`config.mk`:
```
export PLATFORM = sky130hd
export DESIGN_NAME = vga_tile_scanner
export DESIGN_NICKNAME = d
export VERILOG_FILES = /design/src/rtl/vga_tile_scanner.sv
export SDC_FILE = /design/constraint.sdc
export NUM_CORES = 1
export LEC_CHECK = 0
export BUFFER_PORTS_ARGS = -buffer_cell sky130_fd_sc_hd__buf_2
export CORE_MARGIN = 2
export CORE_UTILIZATION = 60
export CTS_BUF_LIST = sky130_fd_sc_hd__clkbuf_4 sky130_fd_sc_hd__clkbuf_8 sky130_fd_sc_hd__clkbuf_16
export CTS_CLUSTER_SIZE = 24
export DETAILED_ROUTE_END_ITERATION = 8
export HOLD_SLACK_MARGIN = 0.03
export PLACE_DENSITY = 0.9
export SETUP_SLACK_MARGIN = 0.15
export SLEW_MARGIN = 10
export SYNTH_ARGS = -nofsm -noshare
export SYNTH_HDL_FRONTEND = slang
export SYNTH_SLANG_ARGS = --single-unit
```
`constraint.sdc`:
```
create_clock -name clk -period 5.39 [get_ports clk]
set_clock_uncertainty 0.1 [all_clocks]
set_input_delay 1.078 -clock clk [delete_from_list [all_inputs] [get_ports clk]]
set_output_delay 1.078 -clock clk [all_outputs]
set_load 0.01 [all_outputs]
```
`src/rtl/vga_tile_scanner.sv`:
```
// VGA timing generator that walks a 16x8 tile grid and turns the selected
// RRRGGGBB byte into colour. Two pix_en stages: index/sync decode, then colour.
module vga_tile_scanner #(
    parameter int CLK_DIV   = 4,
    parameter int H_VISIBLE = 640,
    parameter int H_FP      = 16,
    parameter int H_SYNC    = 96,
    parameter int H_BP      = 48,
    parameter int V_VISIBLE = 480,
    parameter int V_FP      = 10,
    parameter int V_SYNC    = 2,
    parameter int V_BP      = 33,
    parameter int TILE_W    = 40,
    parameter int TILE_H    = 60
) (
    input  logic       clk,
    input  logic       rst,
    input  logic [7:0] pix_byte,
    output logic [7:0] idx,
    output logic       hsync,
    output logic       vsync,
    output logic [2:0] red,
    output logic [2:0] green,
    output logic [1:0] blue,
    output logic       frame_start
);
    localparam int H_TOTAL = H_VISIBLE + H_FP + H_SYNC + H_BP;
    localparam int V_TOTAL = V_VISIBLE + V_FP + V_SYNC + V_BP;
    localparam int DW  = $clog2(CLK_DIV);
    localparam int HW  = $clog2(H_TOTAL);
    localparam int VW  = $clog2(V_TOTAL);
    localparam int TXW = (TILE_W > 1) ? $clog2(TILE_W) : 1;
    localparam int TYW = (TILE_H > 1) ? $clog2(TILE_H) : 1;

    localparam logic [DW-1:0]  DIV_LAST = DW'(CLK_DIV - 1);
    localparam logic [HW-1:0]  H_LAST   = HW'(H_TOTAL - 1);
    localparam logic [VW-1:0]  V_LAST   = VW'(V_TOTAL - 1);
    localparam logic [HW-1:0]  H_VIS    = HW'(H_VISIBLE);
    localparam logic [VW-1:0]  V_VIS    = VW'(V_VISIBLE);
    localparam logic [HW-1:0]  HS_START = HW'(H_VISIBLE + H_FP);
    localparam logic [HW-1:0]  HS_END   = HW'(H_VISIBLE + H_FP + H_SYNC);
    localparam logic [VW-1:0]  VS_START = VW'(V_VISIBLE + V_FP);
    localparam logic [VW-1:0]  VS_END   = VW'(V_VISIBLE + V_FP + V_SYNC);
    localparam logic [TXW-1:0] TX_LAST  = TXW'(TILE_W - 1);
    localparam logic [TYW-1:0] TY_LAST  = TYW'(TILE_H - 1);

    logic [DW-1:0]  div_cnt;
    logic [HW-1:0]  h_cnt;
    logic [VW-1:0]  v_cnt;
    logic [TXW-1:0] tx_sub;
    logic [TYW-1:0] ty_sub;
    logic [3:0]     tile_x;
    logic [2:0]     tile_y;
    logic           s1_active, s1_hs, s1_vs;

    logic pix_en, line_end, frame_end, h_vis, v_vis;

    assign pix_en    = (div_cnt == DIV_LAST);
    assign line_end  = (h_cnt == H_LAST);
    assign frame_end = line_end && (v_cnt == V_LAST);
    assign h_vis     = (h_cnt < H_VIS);
    assign v_vis     = (v_cnt < V_VIS);

    always_ff @(posedge clk) begin
        if (rst) begin
            div_cnt     <= '0;
            h_cnt       <= '0;
            v_cnt       <= '0;
            tx_sub      <= '0;
            ty_sub      <= '0;
            tile_x      <= '0;
            tile_y      <= '0;
            s1_active   <= 1'b0;
            s1_hs       <= 1'b1;
            s1_vs       <= 1'b1;
            idx         <= '0;
            hsync       <= 1'b1;
            vsync       <= 1'b1;
            red         <= '0;
            green       <= '0;
            blue        <= '0;
            frame_start <= 1'b0;
        end else begin
            div_cnt     <= pix_en ? '0 : div_cnt + 1'b1;
            frame_start <= pix_en && frame_end;
            if (pix_en) begin
                h_cnt <= line_end ? '0 : h_cnt + 1'b1;
                if (line_end)
                    v_cnt <= frame_end ? '0 : v_cnt + 1'b1;

                // Line wrap takes priority over a tile wrap on the same pixel.
                if (line_end) begin
                    tx_sub <= '0;
                    tile_x <= '0;
                end else if (h_vis) begin
                    if (tx_sub == TX_LAST) begin
                        tx_sub <= '0;
                        tile_x <= tile_x + 1'b1;
                    end else begin
                        tx_sub <= tx_sub + 1'b1;
                    end
                end

                if (frame_end) begin
                    ty_sub <= '0;
                    tile_y <= '0;
                end else if (line_end && v_vis) begin
                    if (ty_sub == TY_LAST) begin
                        ty_sub <= '0;
                        tile_y <= tile_y + 1'b1;
                    end else begin
                        ty_sub <= ty_sub + 1'b1;
                    end
                end

                s1_active <= h_vis && v_vis;
                idx       <= (h_vis && v_vis) ? {1'b0, tile_y, tile_x} : 8'd0;
                s1_hs     <= !((h_cnt >= HS_START) && (h_cnt < HS_END));
                s1_vs     <= !((v_cnt >= VS_START) && (v_cnt < VS_END));

                // pix_byte here already reflects the idx registered last pix_en.
                {red, green, blue} <= s1_active ? pix_byte : 8'd0;
                hsync <= s1_hs;
                vsync <= s1_vs;
            end
        end
    end
endmodule
```
==> results.md, run 1 <==
- The power consumption is 0.000958 W.
- In the global route stage, overall resource usage came out at 0.253.
- The worst setup path is captured at a flop.
- The max-slew violation total from the final report is 0.
- The final HPWL from detailed placement is 4.46 mm.
- In this run, distinct cell masters in the synthesized netlist total 62.
- The latest clock arrival within the worst-skew pair is 0.34 ns.
- The switching power as a share of total power is 0.211.
- Leaving out fill and tap cells, the most frequent cells in the layout are 62 x sky130_fd_sc_hd__dfxtp_1, 27 x sky130_fd_sc_hd__buf_2, 24 x sky130_fd_sc_hd__nor2_1.
- For the pin with the worst max-slew slack, the measured transition is 1.15 ns.
- The initial cell density of the core is 0.626.
- After clock tree synthesis, the clock-pin slew on the worst setup and hold paths is 0.07 ns.
- In the finished design, the share of the clock period the worst path needs comes to 0.591.
- The analysis attributes to net switching a power of ~0.00020 W.
- The number of diodes is 0.
- The warning count from the yosys run is 0.
- For the worst flop-to-flop path, the logic depth is 4.
- The synthesized area per cell is ~9.1 µm².
- The synthesized design contains 0 enable-type register cells.
- On the worst path, the slowest cell contributes a delay of 0.90 ns.
- The critical path start-end classification is reg2reg.
- Across the whole layout, storage elements account for approximately 0.0012 mm².
- The number of antenna violations at the first check in global routing is 0.
- In this run the register-to-register setup slack is 2.20 ns.
- The core region is about 0.0047 mm².
- The area growth from synthesis to layout is 11.5%.
- Data on the critical path arrives at its endpoint at ~3.3 ns.
- In the routed design, unresolved DRC markers number 0.
- The critical register-to-register path startpoint is div_cnt[0].
- In this run the vertical extent of the chip is 74.2 µm.
- The first detailed-routing pass ran for 4 iterations.
- The total power per unit cell area is 290 mW/mm².
- The worst hold path startpoint is div_cnt[0].
- The required time of the critical path is 5.48 ns.
- The met1 routed wirelength after detailed routing is 2.91 mm.
- Entering global routing, the biggest net connects 26 pins.
- The total length of routed met3 wires is 401 µm.
- The clock passes through at most 2 buffers.
- Synthesis handed over a netlist of 325 instances.
- The slowest library cell on the worst path is sky130_fd_sc_hd__nand4_1.
- The commonest register cell after synthesis is sky130_fd_sc_hd__dfxtp_1.
- After detailed routing, the average wire length per cell comes to 15.6 µm.
- The routed wire length on met2 is 3.05 mm.
- Buffers added to address setup during post-CTS repair amount to 0.
- The biggest fanout along the worst timing path is 25.
- The final-layout setup total negative slack is 0 ns.
- The final antenna-violating net count is 0.
- The count of port buffers added during placement is 27.
- The analysis attributes to cell leakage a power of 1.19 nW.
- The root buffer cell chosen for the clock tree is sky130_fd_sc_hd__clkbuf_8.
- The sink count of the clock tree is just over 60.
- The combinational power share is 0.036.
- The signal on the critical path passes through ha_1, nand4_1, o21ai_1, nor4_1.
- The worst hold path class is reg2reg.
- In the post-route analysis, the smallest setup slack over all paths is 2.20 ns.
- The maximum clock rate is approximately 0.31 GHz.
- The internal power summed over all cells is 0.000756 W.
- The overall overflow remaining after global route is 0.
- The worst path in the final design needs a cycle of 3.19 ns, including I/O delays and setup.
- The number of clock buffers added by TritonCTS is 9.
- The detail-routed via count per cell is between 6 and 7.
- The highest layer touched by signal routing is met4.
- The first-pass GRT wire length is between 10 and 15 mm.
- The library cell used most frequently in the layout, excluding fill and tap cells, is sky130_fd_sc_hd__dfxtp_1.
- The number of maximum-capacitance constraint violations is 0.
- After filler insertion, the fill cell instance count of the layout stands at about 370.
- The number of cells in the finished layout apart from fillers is 417.
- The final layout contains approximately 360 nets.
- The run finished with clean final reports.
- The worst hold slack is 0.353 ns.
- Counting flops with an async set or reset pin after synthesis yields a share of 0.
- The die extent in x is 74.2 µm.
- The endpoint identified for the worst register-to-register timing path is v_cnt[8].
- Of the synthesized area, sequential elements account for 0.420.
- The floorplan step defined a die boundary enclosing 0.00551 mm².
- Setup repair after global routing left no endpoint under its margin.
- In this run the tightest slew margin relative to its limit is 0.236.
- VDD sags by at most 0.000212 V.
- The sum of routed wire length over all layers is 6.50 mm.
- The startpoint class of the critical path is a flop.
- The worst slack at placement is 2.15 ns.
- The share of total power dissipated in the clock network is 0.477.
- TritonCTS built the clock tree.
- The share of layout cells above drive strength 1 is 0.166.
- The total number of H-tree levels is 3.
- The count of final hold-check violations is 0.
- The initialized floorplan defines 25 standard-cell rows.
- The number of flip-flops and latches in the synthesized netlist is 62.
- The weighted congestion reported at the end of routability-driven placement is 0.884.
- The number of buffers added to fix hold violations after cts is 0.
- The power share of the sequential group is 0.487.
- The multi-input combinational cells in the finished layout cover a total of 0.00156 mm².
- The synthesized net count is 344.
- The number of ports placed on the die boundary is 29.
- The number of global-route vias before repair is between 2000 and 2500.
- The synthesized netlist occupies a cell area of slightly below 0.003 mm².
- In this run, post-CTS repair resized a total of 0 instances.
- The total via count after detailed routing is 2570.
- The number of DRC violations after detailed-routing iteration 0 is roughly 180.
- The instance count after placement with tap cells included is between 400 and 500.
- The destination of the worst hold path is div_cnt[0].
- Setup violations remaining at the end of the flow were counted as 0.
- The count of cells along the worst hold path is 1.
worst max-delay path by stage:
| stage | from | end | cells past startpoint |
|---|---|---|---|
| global route | div_cnt[0] | v_cnt[8] | 4 |
| finish | div_cnt[0] | v_cnt[8] | 4 |
| CTS | div_cnt[0] | v_cnt[8] | 4 |
| detailed placement | rst | idx[3] | 5 |
| global placement | rst | idx[1] | 5 |
| floorplan | rst | idx[0] | 5 |
synth_stat cells, drive strengths merged, types with 2 or more instances:
master | instances | area, µm²
a2111o | 2 | 22.5
a211oi | 5 | 42.5
a21o | 2 | 15.0
a21oi | 24 | 131
a22o | 7 | 61.3
a22oi | 8 | 60.1
a41oi | 2 | 17.5
and2 | 5 | 31.3
and3 | 4 | 26.3
and4 | 4 | 36.3
buf | 11 | 86.3
clkbuf | 8 | 35.0
dfxtp | 62 | 1240
ha | 9 | 113
inv | 13 | 48.8
mux2i | 4 | 40.0
nand2 | 19 | 71.3
nand3 | 18 | 90.1
nand4 | 13 | 87.6
nor2 | 24 | 90.1
nor3 | 7 | 35.0
nor3b | 2 | 15.0
nor4 | 6 | 52.6
nor4b | 2 | 17.5
nor4bb | 2 | 20.0
o2111ai | 2 | 17.5
o21a | 2 | 15.0
o21ai | 16 | 80.1
o41ai | 2 | 17.5
or3 | 13 | 81.3
or4 | 2 | 18.8
or4b | 2 | 23.8
xnor2 | 5 | 43.8
xor2 | 4 | 35.0
cell families after synthesis:
kind of cell	synth area share
other cells	0.00127
flops	0.420
fa+ha+maj	0.0381
xor+xnor	0.0266
compound gates	0.176
simple gates	0.263
buf+inv	0.0575
mux	0.0173
state kept, by name (all words and copies together) (netlist names), 4 cells and up:
name and flops:
idx 7, v_cnt 10, h_cnt 10, ty_sub 6, tile_x 4, tx_sub 6
metrics by stage:
stage	instance area, µm²	util
floorplan	2960	-
global placement	3070	0.650
detailed placement	3070	0.650
CTS	3290	0.697
global route	3300	0.699
finish	3300	0.699
cell type report:
cell class	instances	share of cell area
timing repair buffer	28	0.0432
sequential	62	0.376
inverter	13	0.0148
clock buffer	12	0.0463
clock inverter	4	0.0212
tap	67	0.0254
multi-input combinational	231	0.473
worst max-delay path, delay by kind of cell (launching register included):
family          cells  cell delay [ns]
simple gates        2             1.05
fa+ha+maj           1             0.69
compound gates      1             0.84
flops               1             0.34
power by group through the flow:
stage	registers, W	clock network, W	logic (W)
after CTS	0.000466	0.000462	0.0000343
after global placement	0.000476	0	0.0000326
after floorplan	0.000476	0	0.0000263
after global routing	0.000466	0.000478	0.0000388
after detailed placement	0.000476	0	0.0000341
final	0.000466	0.000457	0.0000344
routing by layer:
| layer | track usage | up-vias |
|---|---|---|
| met4 | 0.135 | 0 |
| met5 | 0 | - |
| li1 | - | 1254 |
| met3 | 0.0542 | 16 |
| met2 | 0.405 | 102 |
| met1 | 0.320 | 1198 |
Note: power is estimated with default switching activity, not from simulation.
==> run 2, diff against run 1 <==
- ABC_AREA: not set -> 1
- CORE_UTILIZATION: 60 -> 53
- PLACE_DENSITY: 0.9 -> 0.85
- clock period: 5.39 -> 2.8 ns (I/O delays scaled with it)
==> run 2 against run 1 <==
Compared with the run above: wire length is 8.1% lower; die area is 11% higher; first-iteration DRC count is 24% lower; synthesized area is 1.8% lower; largest power group unchanged.
==> results.md, run 2 <==
- The routed wire length on met2 was 2.92 mm (-4.3%).
- The sequential element share of the synthesized area was 0.427 (+0.00777).
- The sum of routed wire length over all layers is 5.98 mm (-8.1%).
- The standard cell area after detailed placement is 0.00310 mm² (+0.98%).
- The core footprint is 0.00520 mm² (+10%).
- The final net count is 429 (+18%).
- The overall overflow remaining after global route came to 0 (unchanged).
- The final-layout setup total negative slack is 0 ns (unchanged).
- The setup fix buffers added after clock tree synthesis is 0 (unchanged).
- The actual transition at the worst max-transition pin came to 0.782 ns (-0.365 ns).
- The arrival time at the worst endpoint is 2.26 ns (-1.02 ns).
- The total via count after detailed routing is 2560 (-0.39%).
- The total number of H-tree levels came to 3 (unchanged).
- The final cycle utilization of the critical path is 0.757 (+0.166).
- The warning count from the yosys run is 0 (unchanged).
- The number of enable flip-flop cells after synthesis is 0 (unchanged).
- The number of diodes was 0 (unchanged).
- The final cell utilization of the core is 0.634 (-0.0649).
- The number of ports placed on the die boundary was 29 (unchanged).
- In the post-synthesis netlist, the biggest area contributors are sky130_fd_sc_hd__dfxtp_1 43%, sky130_fd_sc_hd__nand2_1 8.8%, sky130_fd_sc_hd__inv_1 6.2%.
- The number of maximum-capacitance constraint violations is 0 (unchanged).
- The average wire length per cell after detail routing is 12.3 µm (-21%).
- The tree is rooted in a sky130_fd_sc_hd__clkbuf_8.
- The first-pass GRT wire length is 10.5 mm (-1.9%).
- In the layout the commonest cells are 68 x sky130_fd_sc_hd__nand2_1, 62 x sky130_fd_sc_hd__dfxtp_1, 48 x sky130_fd_sc_hd__inv_1.
- The required time of the critical path was 2.94 ns (-2.54 ns).
- The worst slew margin relative to its limit came to 0.477 (+0.241).
- Counting stages on the worst path, the most repeated cell is sky130_fd_sc_hd__inv_1.
- The number of rows created at floorplan is 26 (+4.0%).
- The count of port buffers added during placement is 27 (unchanged).
- The distinct cell type count after synthesis is 39 (-37%).
- The worst hold path class is reg2reg.
- The number of cells in the finished layout apart from fillers came to 485 (+16%).
- The mapped cell area came to 0.00290 mm² (-1.8%).
- The number of buffers and inverters on the critical path is 3 (+3).
- The final antenna-violating net count is 0 (unchanged).
- The detail-routed via count per cell is 5.28 (-14%).
- The critical path start-end classification is reg2reg.
- The async set-or-reset flop fraction in the synthesized netlist came to 0 (unchanged).
- The worst reg-to-reg path cell count is 6 (+2).
- The highest metal layer carrying signal wires in the routed design is met4.
- The total length of routed met3 wires was 365 µm (-9.0%).
- The area fraction of the dominant cell type after synthesis is 0.427 (+0.00777).
- The post-route DRC violation count came to 0 (unchanged).
- The initial cell density of the core was 0.558 (-0.0683).
- The final HPWL from detailed placement is 4.30 mm (-3.6%).
- The clock tree from TritonCTS is done.
- The number of detailed-route iterations in the first pass is 4 (unchanged).
- The clock buffer count from CTS is 9 (unchanged).
- The nature of the critical path endpoint is a flop.
- The CTS clock-pin slew for the worst setup and hold paths is 0.07 ns (about the same).
- The number of resized instances in the post-cts repair step is 0 (unchanged).
- The family with the most delay on the worst path is simple AND/OR/NAND/NOR gates.
- The largest net degree at the start of global routing is 19 (-27%).
- The max-slew violation total from the final report is 0 (unchanged).
- The most common library cell in the layout ignoring fill and taps is sky130_fd_sc_hd__nand2_1.
- The maximum clock rate is 0.472 GHz (+50%).
- The instance count after placement with tap cells included is 469 (+17%).
- The share of layout cells above drive strength 1 is 0.190 (+0.0246).
- The slowest library cell on the worst path is sky130_fd_sc_hd__nor2_1.
- The count of final hold-check violations came to 0 (unchanged).
- The die extent in x came to 78.0 µm (+5.1%).
- The count of cells along the worst hold path came to 1 (unchanged).
- The leakage power was 1.29 nW (+8.2%).
- The buffer levels on the longest clock path is 2 (unchanged).
- The synthesized net count was 396 (+15%).
- The die boundary height is 78.0 µm (+5.1%).
- The number of antenna violations at the first check in global routing is 0 (unchanged).
- The startpoint class of the critical path is a flop.
- In the final layout, the registers with the most flip-flops are h_cnt (10), v_cnt (10), idx (7).
- The number of flip-flops and latches in the synthesized netlist is 62 (unchanged).
- The multi-input logic area is 0.00144 mm² (-7.9%).
- Traced cell by cell, the critical path runs through ha_1, inv_1, nor2_1, inv_1, o22ai_1, inv_1.
- The number of DRC violations after detailed-routing iteration 0 is 135 (-24%).
- The biggest fanout along the worst timing path is 12 (-52%).
- The minimum period implied by the final worst setup slack was 2.12 ns (-1.06 ns).
- The most used standard cell by instance count after synthesis is sky130_fd_sc_hd__nand2_1.
- The commonest register cell after synthesis is sky130_fd_sc_hd__dfxtp_1.
- The filler cell count was 437 (+18%).
- Setup repair after global routing left no endpoint under its margin.
- The met1 routed wirelength after detailed routing was 2.57 mm (-12%).
- Sorting the synthesized cells by how often they occur yields 68 x sky130_fd_sc_hd__nand2_1, 62 x sky130_fd_sc_hd__dfxtp_1, 48 x sky130_fd_sc_hd__inv_1.
- The sink count of the clock tree was 62 (unchanged).
- The cell depth of the worst setup path came to 6 (+2).
- The sequential standard cell area is 0.00124 mm² (unchanged).
- The number of buffers added to fix hold violations after cts came to 0 (unchanged).
- The final setup violation count is 0 (unchanged).
- The dominant cell type by area after synthesis is sky130_fd_sc_hd__dfxtp_1.
- The total power per unit cell area is 524 mW/mm² (+81%).
- The growth of design area from synthesis to finish is 13.6%.
- The flow ran to the end, and the final reports show no timing, DRC or antenna violations.
- The final design area excluding fillers was 0.00330 mm² (about the same).
- The die area is 0.00609 mm² (+11%).
- The number of instances in the synthesized netlist was 377 (+16%).
- The worst voltage drop across the vdd grid is 0.000486 V (+130%).
- The highest cell delay on the worst timing path came to 0.64 ns (-0.26 ns).
- The number of global-route vias before repair came to 2495 (+5.4%).
- The combined global-route utilization of all metal layers is 0.214 (-0.0386).
- The synthesized area per cell is 7.70 µm² (-15%).
- The latest clock arrival within the worst-skew pair is 0.34 ns (about the same).
- The weighted congestion reported at the end of routability-driven placement is 0.882 (-0.29%).
- The worst hold slack is 0.339 ns (-0.0140 ns).
run 2: path summary, 6_finish.rpt:
path / start / endpoint / slack, ns
worst max-delay path: div_cnt[0] / s1_vs / 0.68
worst min-delay path: div_cnt[0] / div_cnt[0] / 0.34
worst max register to register: div_cnt[0] / s1_vs / 0.68
worst min register to register: div_cnt[0] / div_cnt[0] / 0.34
run 2: layout make-up:
type                       instances  area share
multi-input combinational        258       0.436
sequential                        62       0.376
inverter                          51      0.0580
timing repair buffer              28      0.0432
clock buffer                       9      0.0376
tap                               70      0.0266
clock inverter                     7      0.0224
run 2: where the power goes:
group          internal, W  leakage [nW]  switching [W]   total, W
sequential        0.000889         0.500     0.00000703   0.000896
clock             0.000411        0.0879       0.000359   0.000770
combinational    0.0000181         0.701      0.0000437  0.0000619
total              0.00132          1.29       0.000410    0.00173
run 2: through the flow:
stage	power [W]	setup slack, ns
after floorplan	0.000957	1.17
after global placement	0.000973	0.829
after detailed placement	0.000976	0.726
after CTS	0.00175	0.682
after global routing	0.00179	0.487
final	0.00173	0.679
run 2: cells by family (layout without fill, tap and decap cells):
family,after synthesis,in the layout,synth area share
flip-flops,62,62,0.427
XOR/XNOR,6,6,0.0181
AND/OR/NAND/NOR,181,181,0.301
AO/OA/AOI/OAI,61,61,0.136
other,1,1,0.00129
adder cells (fa/ha/maj),9,9,0.0388
buffers and inverters,57,95,0.0776
run 2: metal layers:
layer	global-route usage	up-vias
li1	-	1297
met1	0.236	1181
met2	0.378	69
met3	0.0713	13
met4	0.0877	0
met5	0	-
==> run 3, diff against run 2 <==
- CORE_UTILIZATION: 53 -> 58
- PLACE_DENSITY: 0.85 -> 0.88
- clock period: 2.8 -> 2.2 ns (I/O delays scaled with it)
==> run 3 against run 2 <==
Compared with the run above: first-iteration DRC count shrank 8.9%; critical path type unchanged; combinational power up 28%; die area shrank 8.2%; critical path depth increased by 2; design area up 1.6%; largest cell class unchanged; worst setup slack got worse by 0.39 ns; total power up 41%.
==> results.md, run 3 (same netlist as run 2, synthesis figures left out) <==
- The die extent in x is 74.8 µm (-4.2%).
- The clock buffer count from CTS came to 9 (unchanged).
- The worst voltage drop across the vdd grid is 0.000662 V (+36%).
- The total via count after detailed routing is 2549 (-0.43%).
- The worst reg-to-reg path cell count is 8 (+2).
- The number of global-route vias before repair is 2407 (-3.5%).
- The nature of the critical path endpoint is a flop.
- Leaving out fill and tap cells, the most frequent cell in the layout is sky130_fd_sc_hd__nand2_1.
- The number of detailed-route iterations in the first pass is 4 (unchanged).
- The maximum clock rate is 0.524 GHz (+11%).
- The final-layout setup total negative slack is 0 ns (unchanged).
- The filler cell count is 364 (-17%).
- The final HPWL from detailed placement is 4.47 mm (+3.8%).
- The critical path start-end classification is reg2reg.
- The latest clock arrival within the worst-skew pair is 0.35 ns (about the same).
- The largest registers in the layout are h_cnt (10), v_cnt (10), idx (7).
- The worst slack at placement was 0.209 ns (-0.517 ns).
- The number of maximum-capacitance constraint violations is 0 (unchanged).
- The post-route DRC violation count is 0 (unchanged).
- The number of buffers and inverters on the critical path is 2 (-1).
- The weighted congestion reported at the end of routability-driven placement is 0.920 (+4.3%).
- Setup repair after global routing left no endpoint under its margin.
- The number of rows created at floorplan is 25 (-3.8%).
- The final cycle utilization of the critical path is 0.867 (+0.110).
- The signal on the critical path passes through ha_2, inv_1, a31oi_2, nand2_2, a21oi_4, inv_1, a21oi_1, nor2_1.
- The initial cell density of the core is 0.607 (+0.0489).
- The biggest fanout along the worst timing path is 9 (-3).
- The arrival time at the worst endpoint came to 2.04 ns (-0.22 ns).
- In this run the critical register-to-register path is launched from div_cnt[0].
- In the layout the commonest cells are 68 x sky130_fd_sc_hd__nand2_1, 62 x sky130_fd_sc_hd__dfxtp_1, 48 x sky130_fd_sc_hd__inv_1.
- The count of final hold-check violations is 0 (unchanged).
- The number of antenna violations at the first check in global routing is 0 (unchanged).
- The share of layout cells above drive strength 1 is 0.195 (+0.00435).
- The number of DRC violations after detailed-routing iteration 0 came to 123 (-8.9%).
- The final net count is 430 (+0.23%).
- The CTS clock-pin slew for the worst setup and hold paths is 0.07 ns (about the same).
- The total number of H-tree levels is 3 (unchanged).
- The sum of routed wire length over all layers came to 6.34 mm (+6.0%).
- The first-pass GRT wire length is 10.4 mm (-0.86%).
- The slack of the worst reg-to-reg path came to 0.29 ns (-0.39 ns).
- The worst hold path terminates at blue[1].
- The highest cell delay on the worst timing path is 0.35 ns (-0.29 ns).
- The final setup violation count is 0 (unchanged).
- Counting stages on the worst path, the most repeated cell is sky130_fd_sc_hd__inv_1.
- The largest net degree at the start of global routing is 19 (unchanged).
- The run finished with clean final reports.
- The smallest setup slack after layout is 0.292 ns (-0.388 ns).
- The combined global-route utilization of all metal layers came to 0.249 (+0.0351).
- The worst register-to-register path ends at tile_x[0].
- The multi-input logic area was 0.00144 mm² (+0.17%).
- The core footprint is 0.00479 mm² (-8.1%).
- The required time of the critical path is 2.33 ns (-0.61 ns).
- The overall overflow remaining after global route was 0 (unchanged).
- The minimum period implied by the final worst setup slack is 1.91 ns (-0.212 ns).
- The setup fix buffers added after clock tree synthesis is 0 (unchanged).
- The master cell of the clock root buffer is sky130_fd_sc_hd__clkbuf_8.
- The sequential standard cell area is 0.00124 mm² (unchanged).
- The number of buffers added to fix hold violations after cts was 0 (unchanged).
- The max-slew violation total from the final report was 0 (unchanged).
- The min-delay analysis places its worst path in the category in2reg.
- The buffer levels on the longest clock path is 2 (unchanged).
- The number of diodes came to 0 (unchanged).
- The total power per unit cell area is 725 mW/mm² (+38%).
- The worst hold path startpoint is pix_byte[1].
- The die area came to 0.00559 mm² (-8.2%).
- Grouping stages by cell kind, the critical path spends the most delay in compound AO/OA/AOI/OAI gates.
- The die boundary height is 74.8 µm (-4.2%).
- The worst setup path is launched from a flop.
- The growth of design area from synthesis to finish is 15.4%.
- The sink count of the clock tree is 62 (unchanged).
- The detail-routed via count per cell is 5.28 (about the same).
- The average wire length per cell after detail routing is 13.1 µm (+6.5%).
- The largest individual stage delay along the critical path comes from the cell sky130_fd_sc_hd__dfxtp_1.
- The clock tree from TritonCTS is done.
- The leakage power is 1.32 nW (+2.1%).
- The count of port buffers added during placement was 27 (unchanged).
- The number of ports placed on the die boundary is 29 (unchanged).
- The final antenna-violating net count was 0 (unchanged).
- The count of cells along the worst hold path is 2 (+1).
## run 3: cell types whose count changed in the layout (fill, tap and decap cells not counted), sizes merged
cell / change
bufinv: +2
buf: +1
clkinv: -1
clkinvlp: -1
## run 3: how the worst max path moves through the flow
stage | from | endpoint | slack, ns | cells after the start
5_1_grt | div_cnt[0] | tile_x[0] | 0.16 | 8
3_5_place_dp | div_cnt[0] | tile_x[0] | 0.21 | 8
3_3_place_gp | div_cnt[0] | tile_x[0] | 0.35 | 8
2_1_floorplan | div_cnt[0] | tile_x[0] | 0.57 | 9
4_1_cts | div_cnt[0] | tile_x[0] | 0.20 | 8
6_report | div_cnt[0] | tile_x[0] | 0.29 | 8
## run 3: layout make-up
type	instances	area share
Multi-Input combinational cell	258	0.430
Sequential cell	62	0.370
Inverter	51	0.0571
Timing Repair Buffer	29	0.0448
Clock buffer	9	0.0370
Clock inverter	7	0.0362
Tap cell	67	0.0250
## run 3: per-stage QoR
| step | area, µm² | hold WS [ns] | power (W) | utilization | std cells |
|---|---|---|---|---|---|
| floorplan | 2900 | 0.299 | 0.00122 | - | 377 |
| global placement | 3100 | 0.305 | 0.00124 | 0.649 | 467 |
| detailed placement | 3100 | 0.322 | 0.00124 | 0.649 | 467 |
| CTS | 3350 | 0.228 | 0.00245 | 0.700 | 483 |
| global route | 3350 | 0.216 | 0.00251 | 0.700 | 483 |
| finish | 3350 | 0.239 | 0.00243 | 0.700 | 483 |
## run 3: metal layers
| layer | track usage | part of all wire | wire, µm |
|---|---|---|---|
| met4 | 0.0952 | 0.021 | 131 |
| met5 | 0 | 0 | 0 |
| met2 | 0.431 | 0.50 | 3170 |
| met1 | 0.270 | 0.43 | 2710 |
| met3 | 0.110 | 0.051 | 323 |
## run 3: where the power goes
group	internal, W	switching, W
registers	0.00113	0.00000930
clock network	0.000755	0.000456
logic	0.0000246	0.0000546
## run 3: what timing repair did
action / CTS / global route
resized for setup: 0 / 1
endpoints found under the setup margin: 0 / 8
hold endpoints to repair: 0 / 0
